===== src/rtl/serial_frame_tx.sv =====
// Framed serial transmitter: start bit, WIDTH data bits LSB first, optional even
// parity, stop bit. The line idles high and sdo comes straight from a flop.
module serial_frame_tx #(
    parameter int WIDTH        = 8,
    parameter int CLKS_PER_BIT = 4,
    parameter int PARITY_EN    = 1
) (
    input  logic             clk,
    input  logic             rst,
    input  logic             in_valid,
    output logic             in_ready,
    input  logic [WIDTH-1:0] din,
    output logic             sdo,
    output logic             busy,
    output logic             done
);

    localparam int CW = (CLKS_PER_BIT > 1) ? $clog2(CLKS_PER_BIT) : 1;
    localparam int BW = (WIDTH > 1) ? $clog2(WIDTH) : 1;
    localparam logic [CW-1:0] CYC_LAST = CW'(CLKS_PER_BIT - 1);
    localparam logic [BW-1:0] BIT_LAST = BW'(WIDTH - 1);

    typedef enum logic [2:0] {IDLE, START, DATA, PARITY, STOP} state_t;

    state_t            state_q, state_d;
    logic [CW-1:0]     cyc_q, cyc_d;
    logic [BW-1:0]     bit_q, bit_d;
    logic [WIDTH-1:0]  sh_q, sh_d;
    logic              par_q, par_d;
    logic              sdo_q, sdo_d;
    logic              done_q, done_d;
    logic              bit_end;

    always_ff @(posedge clk or negedge rst) begin
        if (!rst) begin
            state_q <= IDLE;
            cyc_q   <= '0;
            bit_q   <= '0;
            sh_q    <= '0;
            par_q   <= 1'b0;
            sdo_q   <= 1'b1;
            done_q  <= 1'b0;
        end else begin
            state_q <= state_d;
            cyc_q   <= cyc_d;
            bit_q   <= bit_d;
            sh_q    <= sh_d;
            par_q   <= par_d;
            sdo_q   <= sdo_d;
            done_q  <= done_d;
        end
    end

    always_comb begin
        state_d = state_q;
        cyc_d   = cyc_q;
        bit_d   = bit_q;
        sh_d    = sh_q;
        par_d   = par_q;
        done_d  = 1'b0;
        bit_end = (cyc_q == CYC_LAST);

        if (state_q != IDLE)
            cyc_d = bit_end ? '0 : cyc_q + 1'b1;

        case (state_q)
            IDLE: begin
                if (in_valid) begin
                    state_d = START;
                    sh_d    = din;
                    par_d   = ^din;
                    cyc_d   = '0;
                    bit_d   = '0;
                end
            end
            START: begin
                if (bit_end) state_d = DATA;
            end
            DATA: begin
                if (bit_end) begin
                    if (bit_q == BIT_LAST) begin
                        state_d = (PARITY_EN != 0) ? PARITY : STOP;
                    end else begin
                        bit_d = bit_q + 1'b1;
                        sh_d  = sh_q >> 1;
                    end
                end
            end
            PARITY: begin
                if (bit_end) state_d = STOP;
            end
            STOP: begin
                if (bit_end) begin
                    state_d = IDLE;
                    done_d  = 1'b1;
                end
            end
            default: state_d = IDLE;
        endcase

        // Line level is decoded from the upcoming state so sdo lines up with it.
        case (state_d)
            START:   sdo_d = 1'b0;
            DATA:    sdo_d = sh_d[0];
            PARITY:  sdo_d = par_d;
            default: sdo_d = 1'b1;
        endcase
    end

    always_comb begin
        in_ready = (state_q == IDLE);
        busy     = (state_q != IDLE);
        sdo      = sdo_q;
        done     = done_q;
    end

endmodule

===== config.mk =====
export PLATFORM = sky130hd
export DESIGN_NAME = serial_frame_tx
export DESIGN_NICKNAME = d
export VERILOG_FILES = /design/src/rtl/serial_frame_tx.sv
export SDC_FILE = /design/constraint.sdc
export NUM_CORES = 1
export LEC_CHECK = 0
export CORE_ASPECT_RATIO = 1.1
export CORE_MARGIN = 2
export CORE_UTILIZATION = 35
export DETAILED_ROUTE_END_ITERATION = 6
export PLACE_DENSITY_LB_ADDON = 0.1
export SYNTH_ARGS = -nofsm -noshare
export SYNTH_HDL_FRONTEND = slang
export SYNTH_SLANG_ARGS = --single-unit

===== constraint.sdc =====
create_clock -name clk -period 1.9 [get_ports clk]
set_input_delay 0.285 -clock clk [delete_from_list [all_inputs] [get_ports clk]]
set_output_delay 0.285 -clock clk [all_outputs]
set_load 0.005 [all_outputs]

==> impl_metrics.ini <==
[outcome]
status = finished, final reports clean

[clock_network]
clkTransAtPathRegs_ps = 100
cts_max_level = 1
cts_tree = done
cts-root-buf = clkbuf_4
clk_latency_ps = 290
clock_sinks = 19
numCtsBuffers = 3
cts_buffer_depth = 2

[pwr]
ir_worst_vdd_v = 0.0005563
leakagePower_nw = 0.5345
p_per_area_nw_per_um2 = 1322

[grt]
grt_pass1_vias = 656
grt_pass1_wl_um = 2863
grt.total_usage_pct = 12.51
grt_max_degree = 20
grt_overflow = 0
antenna_found_initial = 0

[yosys]
synth.area.top_cells = dfrtp_1 47%, nand2_1 7.4%, xnor2_1 6.4%, a22oi_1 4.7%, ha_1 3.9%
netlist_instances = 94
yosysWarnings = 0
ys_ff_latch = 19
synth_area_per_cell_um2 = 10.21
ys_seq_area_share_pct = 49.67
synth_top_cell_area_share_pct = 46.94
ys_types = 31
yosysTopAreaCell = dfrtp_1
synth_nets = 108
synth_area_um2 = 959.7

[setup_path]
worst-r2r-cell-count = 6
cp.required_ps = 1620
critPathCaptureType = output pin
r2r_slack_ps = 230
cp_data_arrival_time_ps = 1500
cp_max_fo = 9
cp-startpoint = state_q[1]
r2r_end = sdo
critPathLaunchType = flop
rr_startpoint = cyc_q[0]
critPathKind = reg2out
endpoint = in_ready

[layout]
fin_nets = 129
syn2layout_area_growth_pct = 25.29
num_antenna_cells = 0
postLayoutCellArea_um2 = 1202
drive_gt1_share_pct = 17.54

[timing]
rsz0062_at_grt = false
skew_ps = 1.840
fmax_mhz = 561.1
tns_ps = 0
setup_violations = 0
relSlewSlack_pct = 78.34
hold_violations = 0
period_minus_slack_ps = 1782
worst_pin_slew_ps = 324.8
period_share_pct = 93.79
maxSlewViolCount = 0

[floorplanning]
core_um2 = 2544
fp.dieH_um = 58.92
initial_utilization_pct = 37.73
rows = 19
die_x_um = 53.93
io_pins = 15
dieArea_um2 = 3177

[routing]
wl_per_cell_um = 11.91
dr.pass1.iters = 3
drc = 0
routed_wl_um = 1727
drtAntennaViolNets = 0
viasPerCell = 4.703
drt-initial-drc-count = 11
via_count = 682

[run]
drv_cap = 0

[placed_design]
place_area_um2 = 1155
finalWeightedCongestion = 0.7277
dp_hpwl_um = 1303
port_buffers = 14

[hold_path]
min_path_type = in2async
## worst min-delay path by stage
stage                        from        to  cells past startpoint
after floorplan               rst  bit_q[0]                      0
after global placement    sh_q[2]   sh_q[2]                      2
after detailed placement  sh_q[3]   sh_q[3]                      2
after CTS                     rst  cyc_q[0]                      2
after global routing          rst      done                      2
final                         rst      done                      2
## repair_timing
| item | in CTS | in global routing |
|---|---|---|
| setup endpoints to repair | 2 | 2 |
| hold buffers | 0 | 0 |
| cloned | 0 | 0 |
| endpoints found under the hold margin | 0 | 0 |
| buffers inserted | 0 | 1 |
| pin swaps | 0 | 0 |
| resized for setup | 2 | 2 |
## stage by stage
step | util (%) | hold slack, ps | instances | total power, mW | setup slack, ps
after floorplan | - | -10.59 | 94 | 1.115 | 264.9
after global placement | 45.40 | 465.2 | 140 | 1.359 | 127.7
after detailed placement | 45.40 | 470.7 | 140 | 1.367 | 96.24
after CTS | 46.68 | 315.1 | 144 | 1.590 | 27.01
after global routing | 47.27 | 319.1 | 145 | 1.734 | 44.61
final | 47.27 | 320.4 | 145 | 1.589 | 117.9
## Yosys cell counts (all sizes together)
| master | n |
|---|---|
| a21bo | 1 |
| a21boi | 1 |
| a21oi | 3 |
| a221o | 1 |
| a22oi | 6 |
| a31oi | 1 |
| and2 | 1 |
| and2b | 1 |
| and3 | 3 |
| buf | 3 |
| clkbuf | 2 |
| dfrtp | 18 |
| dfstp | 1 |
| ha | 3 |
| inv | 4 |
| mux2 | 1 |
| nand2 | 19 |
| nand2b | 1 |
| nand3b | 3 |
| nand4b | 1 |
| nor2 | 1 |
| nor3 | 1 |
| nor3b | 1 |
| nor4b | 1 |
| o21ai | 5 |
| o21ba | 1 |
| o31ai | 2 |
| or2 | 1 |
| xnor2 | 7 |
## per-layer routing
layer	part of all wire (%)	track usage, %
met5	0	0
met2	47	18.82
met1	47	16.59
met4	1.1	6.593
met3	4.4	2.792
## cell usage in the layout (no fill, tap or decap), types with 2 or more instances in the layout
cell type         n
dfrtp_2           2
a21oi_1           3
ha_1              3
dfrtp_1          16
clkbuf_4          3
inv_1             4
nand2_1          19
clkdlybuf4s50_1  14
o31ai_1           2
a22oi_1           6
buf_4             7
nand3b_1          3
and3_1            2
xnor2_1           7
o21ai_0           5
## cells by family after synthesis
| family | count (synthesis) | synth area share, % |
|---|---|---|
| compound gates | 21 | 14.99 |
| simple gates | 34 | 19.30 |
| mux | 1 | 1.173 |
| fa+ha+maj | 3 | 3.912 |
| xor+xnor | 7 | 6.389 |
| buf+inv | 9 | 4.563 |
| flops | 19 | 49.67 |
## layout make-up
| cell class | instances | area, um2 |
|---|---|---|
| Timing Repair Buffer | 21 | 192.7 |
| Tap cell | 31 | 38.79 |
| Inverter | 4 | 15.01 |
| Sequential cell | 19 | 479.2 |
| Multi-Input combinational cell | 66 | 450.4 |
| Clock buffer | 4 | 26.28 |
| Fill cell | 241 | 1341 |
## sequential cells by signal, summed over array words and instances (netlist names)
name / cells
sh_q: 8
done: 1
par_q: 1
sdo: 1
state_q: 3
cyc_q: 2
bit_q: 3
## where the power goes
group / internal, mW / switching (mW) / total (mW)
Clock: 0.0816 / 0.118 / 0.200
Combinational: 0.371 / 0.310 / 0.681
Sequential: 0.586 / 0.122 / 0.708
## critical path, stage by stage, from the launching register on
cell and delay [ps]:
dfrtp_2 480, nor3_4 200, clkdlybuf4s50_1 530
(Power assumes the default switching activity.)
